[src/rtl/axi_rd_pkg.sv]
`default_nettype none
// ============================================================================
//  Module      : axi_rd_pkg
//  Description : Shared types and constants for the two-master read-channel
//                arbiter: FSM state encoding, AXI response codes and default
//                widths.
//  Contents    : state_t (S_IDLE/S_AR/S_R), c_resp_okay, c_resp_slverr,
//                c_addr_width, c_data_width, c_len_width
//  Revision    : 1.0 - initial release
// ============================================================================
package axi_rd_pkg;

  localparam int c_addr_width = 32;
  localparam int c_data_width = 64;
  localparam int c_len_width  = 8;

  localparam logic [1:0] c_resp_okay   = 2'b00;
  localparam logic [1:0] c_resp_slverr = 2'b10;

  typedef enum logic [1:0] {
    S_IDLE = 2'd0,
    S_AR   = 2'd1,
    S_R    = 2'd2
  } state_t;

endpackage
`default_nettype wire

[src/rtl/rr_arb2.sv]
`default_nettype none
// ============================================================================
//  Module      : rr_arb2
//  Description : Two-way request arbiter. Round-robin between req[0] and
//                req[1] using a last-grant register; with the build macro
//                ARB_DCACHE_PRIO_EN defined, req[1] always wins contention
//                and no history is kept.
//  Ports       : clk, rst      - clock, synchronous active-high reset
//                en            - arbitration allowed this cycle
//                req[1:0]      - requests (bit 1 = dcache, bit 0 = icache)
//                grant[1:0]    - one-hot (or zero) grant, combinational
//  Revision    : 1.0 - initial release
// ============================================================================
module rr_arb2 (
  input  logic       clk,
  input  logic       rst,
  input  logic       en,
  input  logic [1:0] req,
  output logic [1:0] grant
);

`ifdef ARB_DCACHE_PRIO_EN

  // Fixed priority needs no state; clk/rst are kept on the port list so the
  // instantiation is identical in both builds.
  logic w_unused_prio;
  assign w_unused_prio = clk ^ rst;

  always_comb begin
    grant = 2'b00;
    if (en) begin
      if (req[1]) begin
        grant = 2'b10;
      end else if (req[0]) begin
        grant = 2'b01;
      end
    end
  end

`else

  // Index of the requester granted most recently. Reset to 1 so that the
  // icache wins the first contention.
  logic r_last_grant;

  always_ff @(posedge clk) begin
    if (rst) begin
      r_last_grant <= 1'b1;
    end else if (|grant) begin
      // A grant is only ever issued together with the ready handshake, so
      // any non-zero grant marks an accepted request.
      r_last_grant <= grant[1];
    end
  end

  always_comb begin
    grant = 2'b00;
    if (en) begin
      case (req)
        2'b01:   grant = 2'b01;
        2'b10:   grant = 2'b10;
        2'b11:   grant = r_last_grant ? 2'b01 : 2'b10;
        default: grant = 2'b00;
      endcase
    end
  end

`endif

endmodule
`default_nettype wire

[src/rtl/axi_rd_arbiter.sv]
`default_nettype none
// ============================================================================
//  Module      : axi_rd_arbiter
//  Description : Shares one AXI-style read channel between the icache (m0)
//                and dcache (m1) refill ports. One transaction in flight at
//                a time; bursts are routed back to the granted requester.
//                Build macro ARB_DCACHE_PRIO_EN selects fixed dcache priority
//                instead of round-robin.
//  Ports       : clk, rst                      - clock, sync active-high reset
//                mX_ar_valid_i/_ready_o/_addr_i/_len_i - requester address
//                mX_r_valid_o/_ready_i/_resp_o/_data_o/_last_o - read data
//                s_ar_valid_o/_ready_i/_addr_o/_len_o  - downstream address
//                s_r_valid_i/_ready_o/_resp_i/_data_i/_last_i - downstream data
//                err_o - sticky flag: burst length and last disagreed
//  Revision    : 1.0 - initial release
// ============================================================================
module axi_rd_arbiter
  import axi_rd_pkg::*;
#(
  parameter int ADDR_WIDTH = c_addr_width,
  parameter int DATA_WIDTH = c_data_width,
  parameter int LEN_WIDTH  = c_len_width
) (
  input  logic                  clk,
  input  logic                  rst,
  // icache refill port
  input  logic                  m0_ar_valid_i,
  output logic                  m0_ar_ready_o,
  input  logic [ADDR_WIDTH-1:0] m0_ar_addr_i,
  input  logic [LEN_WIDTH-1:0]  m0_ar_len_i,
  output logic                  m0_r_valid_o,
  input  logic                  m0_r_ready_i,
  output logic [1:0]            m0_r_resp_o,
  output logic [DATA_WIDTH-1:0] m0_r_data_o,
  output logic                  m0_r_last_o,
  // dcache refill port
  input  logic                  m1_ar_valid_i,
  output logic                  m1_ar_ready_o,
  input  logic [ADDR_WIDTH-1:0] m1_ar_addr_i,
  input  logic [LEN_WIDTH-1:0]  m1_ar_len_i,
  output logic                  m1_r_valid_o,
  input  logic                  m1_r_ready_i,
  output logic [1:0]            m1_r_resp_o,
  output logic [DATA_WIDTH-1:0] m1_r_data_o,
  output logic                  m1_r_last_o,
  // memory side
  output logic                  s_ar_valid_o,
  input  logic                  s_ar_ready_i,
  output logic [ADDR_WIDTH-1:0] s_ar_addr_o,
  output logic [LEN_WIDTH-1:0]  s_ar_len_o,
  input  logic                  s_r_valid_i,
  output logic                  s_r_ready_o,
  input  logic [1:0]            s_r_resp_i,
  input  logic [DATA_WIDTH-1:0] s_r_data_i,
  input  logic                  s_r_last_i,
  output logic                  err_o
);

  localparam logic [LEN_WIDTH-1:0] c_cnt_one = {{(LEN_WIDTH-1){1'b0}}, 1'b1};

  state_t                r_state;
  state_t                w_state_nxt;
  logic                  r_gnt;        // 1 = dcache owns the transaction
  logic                  r_ar_valid;
  logic [ADDR_WIDTH-1:0] r_ar_addr;
  logic [LEN_WIDTH-1:0]  r_ar_len;
  logic [LEN_WIDTH-1:0]  r_beat_cnt;
  logic                  r_err;

  logic [1:0]            w_grant;
  logic                  w_arb_en;
  logic                  w_ar_hs;
  logic                  w_in_r;
  logic                  w_beat;
  logic                  w_cnt_hit;
  logic                  w_last;
  logic                  w_done;
  logic                  w_len_err;

  // --------------------------------------------------------------------------
  // Arbitration: only while idle, and never during reset so that nothing is
  // accepted in a cycle the state is being cleared.
  // --------------------------------------------------------------------------
  assign w_arb_en = (r_state == S_IDLE) & ~rst;

  rr_arb2 u_arb (
    .clk   (clk),
    .rst   (rst),
    .en    (w_arb_en),
    .req   ({m1_ar_valid_i, m0_ar_valid_i}),
    .grant (w_grant)
  );

  assign m0_ar_ready_o = w_grant[0];
  assign m1_ar_ready_o = w_grant[1];
  assign w_ar_hs       = |w_grant;

  // --------------------------------------------------------------------------
  // Beat tracking. A beat completes the burst when either the memory flags
  // last or the expected count is reached; disagreement between the two is
  // recorded but the burst still ends so the channel cannot lock up.
  // --------------------------------------------------------------------------
  assign w_in_r      = (r_state == S_R);
  assign s_r_ready_o = w_in_r & (r_gnt ? m1_r_ready_i : m0_r_ready_i);
  assign w_beat      = s_r_valid_i & s_r_ready_o;
  assign w_cnt_hit   = (r_beat_cnt == r_ar_len);
  assign w_last      = s_r_last_i | w_cnt_hit;
  assign w_done      = w_beat & w_last;
  assign w_len_err   = w_beat & (s_r_last_i ^ w_cnt_hit);

  // --------------------------------------------------------------------------
  // FSM
  // --------------------------------------------------------------------------
  always_ff @(posedge clk) begin
    if (rst) begin
      r_state <= S_IDLE;
    end else begin
      r_state <= w_state_nxt;
    end
  end

  always_comb begin
    w_state_nxt = r_state;
    case (r_state)
      S_IDLE:  if (w_ar_hs)                   w_state_nxt = S_AR;
      S_AR:    if (r_ar_valid & s_ar_ready_i) w_state_nxt = S_R;
      S_R:     if (w_done)                    w_state_nxt = S_IDLE;
      default:                                w_state_nxt = S_IDLE;
    endcase
  end

  // --------------------------------------------------------------------------
  // Request capture, downstream address channel, beat counter, error flag
  // --------------------------------------------------------------------------
  always_ff @(posedge clk) begin
    if (rst) begin
      r_gnt      <= 1'b0;
      r_ar_valid <= 1'b0;
      r_ar_addr  <= '0;
      r_ar_len   <= '0;
      r_beat_cnt <= '0;
      r_err      <= 1'b0;
    end else begin
      if (w_ar_hs) begin
        r_gnt      <= w_grant[1];
        r_ar_addr  <= w_grant[1] ? m1_ar_addr_i : m0_ar_addr_i;
        r_ar_len   <= w_grant[1] ? m1_ar_len_i  : m0_ar_len_i;
        r_ar_valid <= 1'b1;
        r_beat_cnt <= '0;
      end else begin
        if (r_ar_valid & s_ar_ready_i) begin
          r_ar_valid <= 1'b0;
        end
        if (w_beat) begin
          r_beat_cnt <= r_beat_cnt + c_cnt_one;
        end
      end
      if (w_len_err) begin
        r_err <= 1'b1;
      end
    end
  end

  assign s_ar_valid_o = r_ar_valid;
  assign s_ar_addr_o  = r_ar_addr;
  assign s_ar_len_o   = r_ar_len;
  assign err_o        = r_err;

  // --------------------------------------------------------------------------
  // Read data routing: the owner sees the downstream beat (with last forced
  // on the completing beat); the other requester sees all zeros.
  // --------------------------------------------------------------------------
  always_comb begin
    m0_r_valid_o = 1'b0;
    m0_r_resp_o  = 2'b00;
    m0_r_data_o  = '0;
    m0_r_last_o  = 1'b0;
    m1_r_valid_o = 1'b0;
    m1_r_resp_o  = 2'b00;
    m1_r_data_o  = '0;
    m1_r_last_o  = 1'b0;
    if (w_in_r) begin
      if (r_gnt) begin
        m1_r_valid_o = s_r_valid_i;
        m1_r_resp_o  = s_r_resp_i;
        m1_r_data_o  = s_r_data_i;
        m1_r_last_o  = w_last;
      end else begin
        m0_r_valid_o = s_r_valid_i;
        m0_r_resp_o  = s_r_resp_i;
        m0_r_data_o  = s_r_data_i;
        m0_r_last_o  = w_last;
      end
    end
  end

endmodule
`default_nettype wire

[config.mk]
export PLATFORM = sky130hd
export DESIGN_NAME = axi_rd_arbiter
export DESIGN_NICKNAME = d
export VERILOG_FILES = /design/src/rtl/axi_rd_pkg.sv /design/src/rtl/rr_arb2.sv /design/src/rtl/axi_rd_arbiter.sv
export SDC_FILE = /design/constraint.sdc
export NUM_CORES = 1
export LEC_CHECK = 0
export ABC_AREA = 0
export BUFFER_PORTS_ARGS = -buffer_cell sky130_fd_sc_hd__buf_2
export CAP_MARGIN = 20
export CORE_AREA = 2 2 130 132
export DETAILED_ROUTE_END_ITERATION = 16
export DIE_AREA = 0 0 132 134
export PLACE_DENSITY_LB_ADDON = 0.05
export SLEW_MARGIN = 10
export SYNTH_ARGS = -nofsm -noshare
export SYNTH_HDL_FRONTEND = slang
export SYNTH_SLANG_ARGS = --single-unit
[constraint.sdc]
create_clock -name clk -period 1.9 [get_ports clk]
set_input_delay 0.285 -clock clk [delete_from_list [all_inputs] [get_ports clk]]
set_output_delay 0.285 -clock clk [all_outputs]
set_load 0.1 [all_outputs]
After elaboration in Yosys (flattened, before gate mapping)
Index checks and enable logic that the tools add are counted.
Word-level totals
  flip-flop bits (word level): 54
  latch bits: 0
  memory bits (writable): 0
  bits in read-only memories: 0
  bits of input ports: 155
  output and inout port bits: 181
  logic and storage cells: 60
  memories: 0
Cells by class
  add/subtract/negate cells: 1
  multipliers: 0
  div/mod/pow operators: 0
  magnitude comparators: 0
  equal/unequal tests: 9
  shift-type cells: 0
  mux-type cells: 28
  bitwise gates (word level): 9
  reductions and logical operators: 5
Operator list (count)
  two-way mux 64 bit: 4
  two-way mux 32 bit: 1
  two-way mux 2 bit: 9
  case mux 2 bit (3 select lines): 2
  two-way mux 1 bit: 11
  adder 8 x 1 -> 8 bit, second input constant: 1
  == test 8 bit: 1
  two-way mux 8 bit: 1
  AND 1 bit: 6
  == test 2 bit, second input constant: 3
  == test 2 x 1 -> 1 bit, second input constant: 2
  inequality test 2 bit, second input constant: 2
  AND reduction 3 bit: 1
  OR reduction 3 bit: 1
  zero test 2 bit: 1
  inequality test 2 x 1 -> 1 bit, second input constant: 1
  nonzero test 2 bit: 1
  OR reduction 2 bit: 1
  inverter 1 bit: 1
  OR 1 bit: 1
  XOR 1 bit: 1

Longest topological paths before layout
Gate-level depths: netlist of the first run.
  depth in word-level cells: 6
  gate-level depth with buffers: 7
  depth with buffers taken out: 7

By module
From an unflattened synthesis of the first run, not the netlist that was laid out.
Unflattened totals
  cells, all modules: 429
  area, all modules: 3622.2 um^2
Modules (own cells, without submodules)
  axi_rd_arbiter: times used 1, cells each 421, area an instance 3563.4 um^2, seq. area each 1061.0 um^2
  rr_arb2: times used 1, cells each 8, area an instance 58.8 um^2, seq. area each 20.0 um^2

Worst setup path before layout of the first run
Ideal clock, no wire load.
  path kind: reg2out
  start point: register r_ar_len[1] (netlist: s_ar_len_o[1])
  end point: output m0_r_last_o
  arrival time: 3729 ps
  data required time: 1615 ps
  path slack: -2114 ps
  stages on the path, launching flop included: 6
  path buffers: 0
  cell sequence: dfxtp_1 > xor2_1 > nor4_1 > nand2_1 > ha_1 > nor3_1
On the way
  longest elaborated chain between the ends: 4
RTL lines
  start: declaration: RTL line axi_rd_arbiter.sv:66  | logic [LEN_WIDTH-1:0] r_ar_len;
  start signal: assignment: RTL line axi_rd_arbiter.sv:147  | r_ar_len <= w_grant[1] ? m1_ar_len_i : m0_ar_len_i;
  == test 8 bit: RTL line axi_rd_arbiter.sv:106  | assign w_cnt_hit = (r_beat_cnt == r_ar_len);
  OR 1 bit: RTL line axi_rd_arbiter.sv:107  | assign w_last = s_r_last_i | w_cnt_hit;
  two-way mux 1 bit: RTL line axi_rd_arbiter.sv:183  | if (r_gnt) begin
  two-way mux 1 bit: RTL line axi_rd_arbiter.sv:182  | if (w_in_r) begin
  end: declaration: RTL line axi_rd_arbiter.sv:35  | output logic m0_r_last_o,
No other way between the ends.

Worst setup path in the final report of the first run
  start point: register r_beat_cnt[7]
  end point: output m1_r_last_o
On the way
  longest elaborated chain between the ends: 4
RTL lines
  start: declaration: RTL line axi_rd_arbiter.sv:67  | logic [LEN_WIDTH-1:0] r_beat_cnt;
  start signal: assignment: RTL line axi_rd_arbiter.sv:155  | r_beat_cnt <= r_beat_cnt + c_cnt_one;
  == test 8 bit: RTL line axi_rd_arbiter.sv:106
  OR 1 bit: RTL line axi_rd_arbiter.sv:107
  two-way mux 1 bit: RTL line axi_rd_arbiter.sv:183
  two-way mux 1 bit: RTL line axi_rd_arbiter.sv:182
  end: declaration: RTL line axi_rd_arbiter.sv:45  | output logic m1_r_last_o,
No other way between the ends.

==> metrics.txt, run 1 <==
CP arrival 1.85 ns; mux cell area share after synthesis 0.00705; Pwr Density 509 nW/um2; LEAKAGE 4.02 nW; TNS Setup -0.442 ns; R2R cell count 5; Post-Place Cell Area 8510 um2; Synth Instances a little under 600; Synth Cell Area 4260 um2; worst skew pair latency 0.30 ns; pin count of the biggest net entering global routing 84; core area 16,300 um2; Synth area leader dfxtp_1; dpl ws around 0.038 ns; worst r2r dst s_ar_addr_o[11]$_SDFFE_PP0P_; Syn. warnings 0; Synthesized Nets 744; Final Power 4.50 mW; post-synth top area share 0.254; DR WL/cell 20.3 um; slowest cell on the critical path dfxtp_2; origin of the worst setup path r_beat_cnt[7]$_SDFFE_PP0P_; Reg2Reg Launch Point r_state[0]$_SDFFE_PP0P_; gp weighted congestion 0.865; hold_buf cts 0; Layout Cells excl Fill 1,115; CTS tree yes; Die X 132 um; clk root buf clkbuf_16; largest family of logic cells by synthesized area simple AND/OR/NAND/NOR gates; htree depth 2; post-route cell area 8830 um2; Reg clk slew, reported paths 0.08 ns; most frequent cells in the layout buf_2, buf_12, and3_2; Pint 2.43 mW; Top Ports 336; Max Slew Vio Count 0; Final Hold Viols 0; synth unique cells 40; CTS Buffer Depth 2; Clock power frac 0.238; CTS sink cnt 54; synthesized flop and latch total 54; CTS Buf Count 5; CP max stage delay ~0.34 ns; max-cap viol count 0; Setup crit start kind flop; final worst setup slack -0.233 ns; Initial Util 0.261; Synth Flop Type dfxtp_1; crit path kind reg -> out; Placement Rows 47; worst-margin pin slew ~0.53 ns; switching part of the total 0.460; ys async rst share 0; worst clock skew about 0.011 ns; end of the critical path m1_r_last_o; Post-Synth Adder-Cell Area 0.00588; Finished Core Util 0.542; Critical Path Fanout Max 3; final hold slack 0.281 ns; Max-Slew Margin vs Limit 0.649; Area Growth Syn to Fin 107%; Final Critical Period 2.13 ns; Post-Synth Simple-Gate Area 0.394; DIE AREA roughly 18,000 um2; critical path depth 6; Inst Count DP 1,096; fin nets 1,045; VDD IR max 0.472 mV; first-pass GRT wire length around 34,000 um; highest clock rate 469 MHz; top post-synthesis cells by area dfxtp_1, and3_1, a311oi_1, o31a_1, or3_1; post-synthesis compound-gate area fraction 0.202; Post-synth EDFFs 0; Flop pwr share 0.298; crit-path leading delay family simple AND/OR/NAND/NOR gates; All-Layer GR Usage 0.242; CP Data Required Time 1.62 ns; Seq/Total Area, Yosys 0.254; initial DRC count 270; failing checks setup timing; status complete, but fails checks; hpwl dp 17,300 um; Vias/cell around 5.2; FF-to-FF setup slack 0.16 ns; hold crit path type in -> reg; final WL 22,700 um; Buf/Inv on CP 1; grt ovf 0; Logic pwr share 0.465; post-route ant nets 0; drt drc 0; layout cells sized above 1 0.609; leading cell type in the layout, fill and taps excluded buf_2; RSZ-0062 raised after global routing yes; detailed-route via count 5,797; initial antenna violation count 6; vias in the first global route 5,566; final setup violating endpoints 2; endpoint type of the worst setup path primary output; period utilisation layout 1.12; drt first pass iters 5; Port Buffer Count 335; crit path cell chain xor2_1, nor4_2, nand2_1, ha_4, nor3_4, buf_12; Post-Synth XOR/XNOR Area 0.0165; net switching power 2.07 mW; die height 134 um; synthesized area per cell about 7.3 um2
-- how the worst min path moves through the flow --
stage | cells past startpoint | start | endpoint | slack [ns]
floorplan | 2 | s_ar_ready_i | r_state[1]$_SDFFE_PP0P_ | 0.45
global placement | 2 | r_beat_cnt[6]$_SDFFE_PP0P_ | r_beat_cnt[6]$_SDFFE_PP0P_ | 0.49
detailed placement | 1 | err_o$_SDFFE_PP0P_ | err_o$_SDFFE_PP0P_ | 0.51
CTS | 3 | m1_ar_len_i[6] | s_ar_len_o[6]$_SDFFE_PP0P_ | 0.28
global route | 3 | m1_ar_addr_i[1] | s_ar_addr_o[1]$_SDFFE_PP0P_ | 0.29
finish | 3 | m1_ar_addr_i[2] | s_ar_addr_o[2]$_SDFFE_PP0P_ | 0.28
-- logic make-up after synthesis --
kind of cell    count (synthesis)
compound gates                105
flops                          54
simple gates                  291
xor+xnor                        8
buf+inv                       124
mux                             3
fa+ha+maj                       2
-- per-layer routing --
metal  vias up  routed length [um]  track usage
met3        18                1630       0.0533
met5         -                   0            0
met4         0                 420       0.0700
met1      2749                9360        0.309
met2       267               11200        0.410
li1       2763                   -            -
-- what timing repair did --
| action | CTS | global route |
|---|---|---|
| setup endpoints to repair | 64 | 119 |
| cloned | 1 | 1 |
| resized for setup | 7 | 9 |
| buffers inserted | 0 | 3 |
| pin swaps | 0 | 1 |
-- worst min-delay path: stages --
cell    delay [ns]
buf_2         0.07
or3_1         0.09
o31a_1        0.11
-- sequential cells by signal, indices dropped and copies added, names as in the netlist --
register            flops
s_ar_addr_o            32
s_ar_valid_o            1
err_o                   1
s_ar_len_o              8
r_gnt                   1
r_state                 2
u_arb.r_last_grant      1
r_beat_cnt              8
-- power by group through the flow --
| stage | logic (mW) | clock network [mW] | registers (mW) |
|---|---|---|---|
| after floorplan | 0.667 | 0 | 2.17 |
| after global placement | 2.04 | 0 | 1.36 |
| after detailed placement | 2.06 | 0 | 1.37 |
| after CTS | 2.08 | 1.09 | 1.34 |
| after global routing | 2.19 | 1.13 | 1.36 |
| final | 2.09 | 1.07 | 1.34 |
-- cell type report --
type / count / area [um2]
antenna: 6 / 15.0
inverter: 47 / 176
clock buffer: 6 / 129
tap: 220 / 275
fill: 1555 / 7460
sequential: 54 / 1120
timing repair buffer: 371 / 4140
multi-input combinational: 409 / 2940
clock inverter: 2 / 38.8
-- cell usage after synthesis (2+ instances only) --
cell      instances
nand3_1           3
nor3_1           43
o211ai_1          4
o31ai_1           4
inv_1            47
nand4_1           2
a311oi_1         40
o21ai_0           5
nand4b_1          2
mux2i_1           3
nor4_1            3
clkbuf_1         65
nand2b_1          3
xor2_1            8
dfxtp_1          54
nor2b_1           2
a21oi_1           7
o31a_1           40
buf_2             7
ha_1              2
or4_1             3
and3_1          135
nand2_1          42
or3_1            42
nor2_1            2
buf_6             5
(Power assumes the default switching activity.)
==> run 2: changes to the inputs <==
- ABC_AREA: 0 -> 1
- PLACE_DENSITY: default -> 0.59
- PLACE_DENSITY_LB_ADDON: 0.05 -> default
- SKIP_LAST_GASP: default -> 1
==> run 2 against run 1 <==
Net effect:
- sequential power about the same
- cell count up 7.4%
- fmax up 9.0%
- combinational power about the same
- the flow still finishes with violations (setup timing)
- highest routed layer unchanged
- utilization up 0.45 points
==> metrics.txt, run 2 <==
total of fill cells in the finished design 1,461 (was 1,555); crit-path leading delay family simple AND/OR/NAND/NOR gates (unchanged); Synth Cell Area 3490 um2 (was 4260 um2); Syn. warnings 0 (unchanged); Logic pwr share 0.466 (was 0.465); core area 16,300 um2 (unchanged); WL met1 6790 um (was 9360 um); All-Layer GR Usage 0.182 (was 0.242); Synth Flop Type dfxtp_1 (unchanged); TNS Setup -1.08 ns (was -0.442 ns); final WL 17,900 um (was 22,700 um); top cells by count, synth nor2_1, nand2_1, inv_1 (was and3_1, clkbuf_1, dfxtp_1); CTS tree yes (unchanged); synthesized flop and latch total 54 (unchanged); pin count of the biggest net entering global routing 83 (was 84); failing checks setup timing (unchanged); Vias/cell 4.13 (was 5.20); layout cells sized above 1 0.548 (was 0.609); status complete, but fails checks (unchanged); switching part of the total 0.471 (was 0.460); Die X 132 um (unchanged); Post-synth EDFFs 0 (unchanged); Reg clk slew, reported paths 0.07 ns (was 0.08 ns); grt ovf 0 (unchanged); worst skew pair latency 0.29 ns (was 0.30 ns); drt first pass iters 4 (was 5); Final Power 4.52 mW (was 4.50 mW); Synthesized Nets 795 (was 744); worst-margin pin slew 0.958 ns (was 0.530 ns); area of the multi-input gates 2700 um2 (was 2940 um2); post-route ant nets 0 (unchanged); detailed-route via count 4,950 (was 5,797); CTS sink cnt 54 (unchanged); CP arrival 1.67 ns (was 1.85 ns); htree depth 2 (unchanged); DR top layer met4 (unchanged); first-pass GRT wire length 25,600 um (was 33,900 um); endpoint type of the worst setup path primary output (unchanged); Top Ports 336 (unchanged); period utilisation layout 1.03 (was 1.12); initial DRC count 137 (was 270); Final Hold Viols 0 (unchanged); crit path kind reg -> out (unchanged); net switching power 2.13 mW (was 2.07 mW); Critical Path Fanout Max 3 (unchanged); synthesized area per cell 5.47 um2 (was 7.25 um2); VDD IR max 0.577 mV (was 0.472 mV); gp weighted congestion 0.840 (was 0.865); CP max stage delay 0.36 ns (was 0.34 ns); final setup violating endpoints 49 (was 2); initial antenna violation count 3 (was 6); crit path cell chain xnor2_2, nand4_1, or2_4, ha_4, nor2_4, buf_12 (was xor2_1, nor4_2, nand2_1, ha_4, nor3_4, buf_12); post-synth top area share 0.310 (was 0.254); register area 1120 um2 (unchanged); Area Growth Syn to Fin 155% (was 107%); LEAKAGE 4.18 nW (was 4.02 nW); RSZ-0062 raised after global routing yes (unchanged); Pwr Density 507 nW/um2 (was 509 nW/um2); most numerous cell in the Yosys netlist nor2_1 (was and3_1); Buf/Inv on CP 1 (unchanged); Max-Slew Margin vs Limit 0.360 (was 0.649); Pint 2.39 mW (was 2.43 mW); CTS Buffer Depth 2 (unchanged); DR WL met2 9590 um (was 11,200 um); most frequent cells in the layout buf_2, nand2_1, buf_12 (was buf_2, buf_12, and3_2); Synth Instances 638 (was 587); final worst setup slack -0.0572 ns (was -0.233 ns); top post-synthesis cells by area dfxtp_1, nor2_1, nand2_1, inv_1, o21ai_0 (was dfxtp_1, and3_1, a311oi_1, o31a_1, or3_1); Seq/Total Area, Yosys 0.310 (was 0.254); hold_buf cts 0 (unchanged); die height 134 um (unchanged); Clock power frac 0.235 (was 0.238); Placement Rows 47 (unchanged); fin nets 1,131 (was 1,045); max reg flops 32 (unchanged); Max Slew Vio Count 0 (unchanged); Synth area leader dfxtp_1 (unchanged); synth unique cells 23 (was 40); hpwl dp 13,900 um (was 17,300 um); DIE AREA 17,700 um2 (unchanged); highest clock rate 511 MHz (was 469 MHz); max-cap viol count 0 (unchanged); Setup crit start kind flop (unchanged); drt drc 0 (unchanged); leading cell type in the layout, fill and taps excluded buf_2 (unchanged); Initial Util 0.214 (was 0.261); hold crit path type in -> reg (unchanged); Port Buffer Count 335 (unchanged); worst clock skew 0.00633 ns (was 0.0109 ns); ys async rst share 0 (unchanged); metal3 WL 1200 um (was 1630 um); CTS Buf Count 5 (unchanged); CP Data Required Time 1.62 ns (about the same); slowest cell on the critical path dfxtp_4 (was dfxtp_2); Flop pwr share 0.300 (was 0.298); clk root buf clkbuf_16 (unchanged); DR WL/cell 15.0 um (was 20.3 um); vias in the first global route 4,625 (was 5,566); Finished Core Util 0.547 (was 0.542); Final Critical Period 1.96 ns (was 2.13 ns)
run 2: worst paths after layout:
path | startpoint | end | cells past startpoint | slack (ns)
worst min-delay path | m1_ar_addr_i[13] | s_ar_addr_o[13]$_SDFFE_PP0P_ | 3 | 0.24
worst max register to register | r_state[0]$_SDFFE_PP0P_ | s_ar_addr_o[17]$_SDFFE_PP0P_ | 6 | 0.26
worst max-delay path | s_ar_len_o[7]$_SDFFE_PP0P_ | m0_r_last_o | 6 | -0.06
worst min register to register | s_ar_addr_o[11]$_SDFFE_PP0P_ | s_ar_addr_o[11]$_SDFFE_PP0P_ | 2 | 0.46
run 2: area by class of cell:
cell class                 count  area share
timing repair buffer         359       0.467
multi-input combinational    429       0.304
sequential                    54       0.126
inverter                     125      0.0527
tap                          220      0.0309
clock buffer                   5      0.0141
clock inverter                 3     0.00492
antenna                        3    0.000843
run 2: cells by family (layout without fill, tap and decap cells):
group / Yosys count / in the layout / share of synthesized area
AO/OA/AOI/OAI: 55 / 55 / 0.0836
XOR/XNOR: 10 / 10 / 0.0251
adder cells (fa/ha/maj): 2 / 2 / 0.00717
buffers and inverters: 156 / 492 / 0.175
flip-flops: 54 / 54 / 0.310
other: 0 / 3 / 0
AND/OR/NAND/NOR: 361 / 362 / 0.400
run 2: power by group through the flow:
stage | clock (mW) | sequential [mW] | combinational, mW
detailed placement | 0 | 1.38 | 2.05
global route | 1.14 | 1.37 | 2.21
CTS | 1.09 | 1.35 | 2.07
finish | 1.06 | 1.35 | 2.10
floorplan | 0 | 2.25 | 0.652
global placement | 0 | 1.38 | 2.04
run 2: routing by layer:
metal / up-vias / GRT usage
li1: 2522 / -
met1: 2203 / 0.199
met4: 0 / 0.0453
met5: - / 0
met3: 17 / 0.0472
met2: 208 / 0.350
run 2: stage by stage:
step / setup WS (ns) / instance area (um2) / hold slack, ns / std cells
final: -0.0572 / 8900 / 0.235 / 1198
after global routing: -0.134 / 8900 / 0.239 / 1198
after CTS: -0.0668 / 8450 / 0.231 / 1183
after detailed placement: -0.0818 / 8250 / 0.443 / 1173
after global placement: -0.0402 / 8250 / 0.438 / 1173
after floorplan: -0.214 / 4220 / 0.354 / 638
run 2: timing repair:
| action | in CTS | in global routing |
|---|---|---|
| setup buffers | 1 | 2 |
| gates resized for setup | 8 | 47 |
| pin swaps | 2 | 5 |
| cloned | 1 | 10 |
| hold endpoints to repair | 0 | 0 |
| setup endpoints to repair | 126 | 93 |
run 2: tightest hold or removal path: stages:
cell     delay (ns)
buf_2          0.07
nor2_1         0.03
o21ai_1        0.10
==> run 3: changes to the inputs <==
- ABC_AREA: 1 -> 0
- CAP_MARGIN: 20 -> default
- CORE_AREA: 2 2 130 132 -> 2 2 129 131
- CTS_BUF_LIST: default -> sky130_fd_sc_hd__clkbuf_2
- DIE_AREA: 0 0 132 134 -> 0 0 131 133
- PLACE_DENSITY: 0.59 -> 0.65
==> run 3 against run 2 <==
Net effect:
- the flow still finishes with violations (setup timing)
- die area fell by 1.5%
- first-iteration DRC count grew to 3.1 times the previous value
- count of clock-buffer cells in the layout is the same
- clock power shrank 48%
- combinational power up 8%
- fmax is 18% lower
- setup slack lost 0.44 ns
- sequential share of layout area decreased by 1.2 points
- critical path depth stayed put
- via count is 27% higher
- total power shrank 8.0%
- largest cell class unchanged
==> metrics.txt, run 3 (synthesis gave the netlist of run 1 again) <==
die height 133 um (was 134 um); dpl ws 0.103 ns (was -0.0818 ns); DIE AREA 17,400 um2 (was 17,700 um2); core area 16,200 um2 (was 16,300 um2); status complete, but fails checks (unchanged); CTS Buf Count 5 (unchanged); R2R cell count 6 (unchanged); initial DRC count 421 (was 137); Initial Util 0.263 (was 0.214); All-Layer GR Usage 0.285 (was 0.182); TNS Setup -49.66 ns (was -1.08 ns); CP arrival 2.12 ns (was 1.67 ns); gp weighted congestion 0.860 (was 0.840); hpwl dp 16,600 um (was 13,900 um); leading cell type in the layout, fill and taps excluded buf_2 (unchanged); LEAKAGE 4.20 nW (was 4.18 nW); Post-Place Cell Area 8480 um2 (was 8250 um2); failing checks setup timing (unchanged); FF-to-FF setup slack 0.07 ns (was 0.26 ns); post-route ant nets 0 (unchanged); vias in the first global route 6,186 (was 4,625); DR WL/cell 23.4 um (was 15.0 um); Pwr Density 418 nW/um2 (was 507 nW/um2); crit path kind reg -> out (unchanged); CP max stage delay 0.42 ns (was 0.36 ns); CP Data Required Time 1.62 ns (about the same); worst skew pair latency 0.51 ns (was 0.29 ns); RSZ-0062 raised after global routing yes (unchanged); detailed-route via count 6,280 (was 4,950); crit path cell chain xor2_1, nor4_1, nand2_1, ha_2, nor3_4, buf_12 (was xnor2_2, nand4_1, or2_4, ha_4, nor2_4, buf_12); clk root buf clkbuf_2 (was clkbuf_16); slowest cell on the critical path dfxtp_4 (unchanged); Final Hold Viols 0 (unchanged); Inst Count DP 1,088 (was 1,173); Area Growth Syn to Fin 133% (was 155%); gr busiest metal met2 (unchanged); htree depth 2 (unchanged); endpoint type of the worst setup path primary output (unchanged); CTS Buffer Depth 2 (unchanged); Die X 131 um (was 132 um); drt drc 0 (unchanged); initial antenna violation count 14 (was 3); Vias/cell 5.39 (was 4.13); grt ovf 0 (unchanged); max-cap viol count 0 (unchanged); Setup crit start kind flop (unchanged); fin nets 1,090 (was 1,131); hold crit path type in -> reg (unchanged); Port Buffer Count 335 (unchanged); area of the multi-input gates 3350 um2 (was 2700 um2); most frequent cells in the layout buf_2, buf_12, and3_4 (was buf_2, nand2_1, buf_12); final WL 27,200 um (was 17,900 um); worst-margin pin slew 0.533 ns (was 0.958 ns); layout cells sized above 1 0.628 (was 0.548); max reg flops 32 (unchanged); drt first pass iters 4 (unchanged); Critical Path Fanout Max 3 (unchanged); GR Layer Usage met1 0.305 (was 0.199); register area 1130 um2 (was 1120 um2); Worst Hold Path Cells 3 (unchanged); final worst setup slack -0.500 ns (was -0.0572 ns); CTS sink cnt 54 (unchanged); total of fill cells in the finished design 1,261 (was 1,461); Final Critical Period 2.40 ns (was 1.96 ns); first-pass GRT wire length 37,900 um (was 25,600 um); Top Ports 336 (unchanged); Reg clk slew, reported paths 0.34 ns (was 0.07 ns); Layout Cells excl Fill 1,166 (was 1,198); final hold slack 0.0434 ns (was 0.235 ns); Max-Slew Margin vs Limit 0.647 (was 0.360); routing usage on met3 0.0962 (was 0.0472); Max Slew Vio Count 0 (unchanged); post-route cell area 9940 um2 (was 8900 um2); pin count of the biggest net entering global routing 84 (was 83); VDD IR max 0.327 mV (was 0.577 mV); final setup violating endpoints 138 (was 49); highest clock rate 417 MHz (was 511 MHz); met2 Usage GRT 0.500 (was 0.350); period utilisation layout 1.26 (was 1.03); CTS tree yes (unchanged); Placement Rows 47 (unchanged); worst clock skew 0.0311 ns (was 0.00633 ns)
## run 3: changes by cell type in the layout (fill, tap and decap cells not counted), moves of 16 or more
cell	delta
or3_1	+42
a311oi_1	+40
nor2_2	-41
nor2_4	-98
nor3_1	+41
o31a_1	+40
nor2_1	-48
o21ai_0	-20
and3_2	+17
and3_4	+118
inv_1	-77
buf_4	+26
nand2_1	-114
o21ai_1	-16
## run 3: cell type report
cell class,instances,share of cell area
Clock inverter,3,0.00264
Sequential cell,54,0.113
Antenna cell,12,0.00302
Inverter,47,0.0178
Clock buffer,5,0.00252
Multi-Input combinational cell,409,0.337
Tap cell,220,0.0277
Timing Repair Buffer,416,0.496
## run 3: repair_timing
| action | in CTS | in global routing |
|---|---|---|
| buffers inserted | 32 | 12 |
| setup endpoints to repair | 139 | 161 |
| gates cloned | 17 | 5 |
| hold endpoints to repair | 2 | 0 |
| pin swaps | 55 | 39 |
| hold buffers | 2 | 0 |
| gates resized for setup | 134 | 36 |
## run 3: final timing paths
| path | from | endpoint |
|---|---|---|
| max | s_ar_len_o[7]$_SDFFE_PP0P_ | m0_r_last_o |
| min | m1_ar_len_i[6] | s_ar_len_o[6]$_SDFFE_PP0P_ |
| max reg2reg | r_state[1]$_SDFFE_PP0P_ | s_ar_addr_o[6]$_SDFFE_PP0P_ |
| min reg2reg | r_beat_cnt[6]$_SDFFE_PP0P_ | r_beat_cnt[6]$_SDFFE_PP0P_ |
## run 3: metrics by stage
step                       util  power (mW)
final                     0.615        4.16
after global routing      0.615        4.33
after CTS                 0.606        4.13
after detailed placement  0.524        3.41
after global placement    0.524        3.40
after floorplan               -        2.84
## run 3: report_power, final
group / internal [mW] / switching, mW / leakage (nW)
sequential: 1.26 / 0.0747 / 0.455
combinational: 0.650 / 1.62 / 3.71
clock: 0.106 / 0.441 / 0.0340
## run 3: metal layers
layer,vias up,part of all wire
li1,2870,-
met1,3010,0.35
met2,323,0.51
met3,75,0.094
met4,2,0.044
met5,-,0.00040
## run 3: worst max-delay path: cells and delay by family (launching register included)
| family | cells | cell delay, ns |
|---|---|---|
| AND/OR/NAND/NOR | 3 | 0.60 |
| flip-flops | 1 | 0.42 |
| adder cells (fa/ha/maj) | 1 | 0.23 |
| buffers and inverters | 1 | 0.21 |
| XOR/XNOR | 1 | 0.14 |
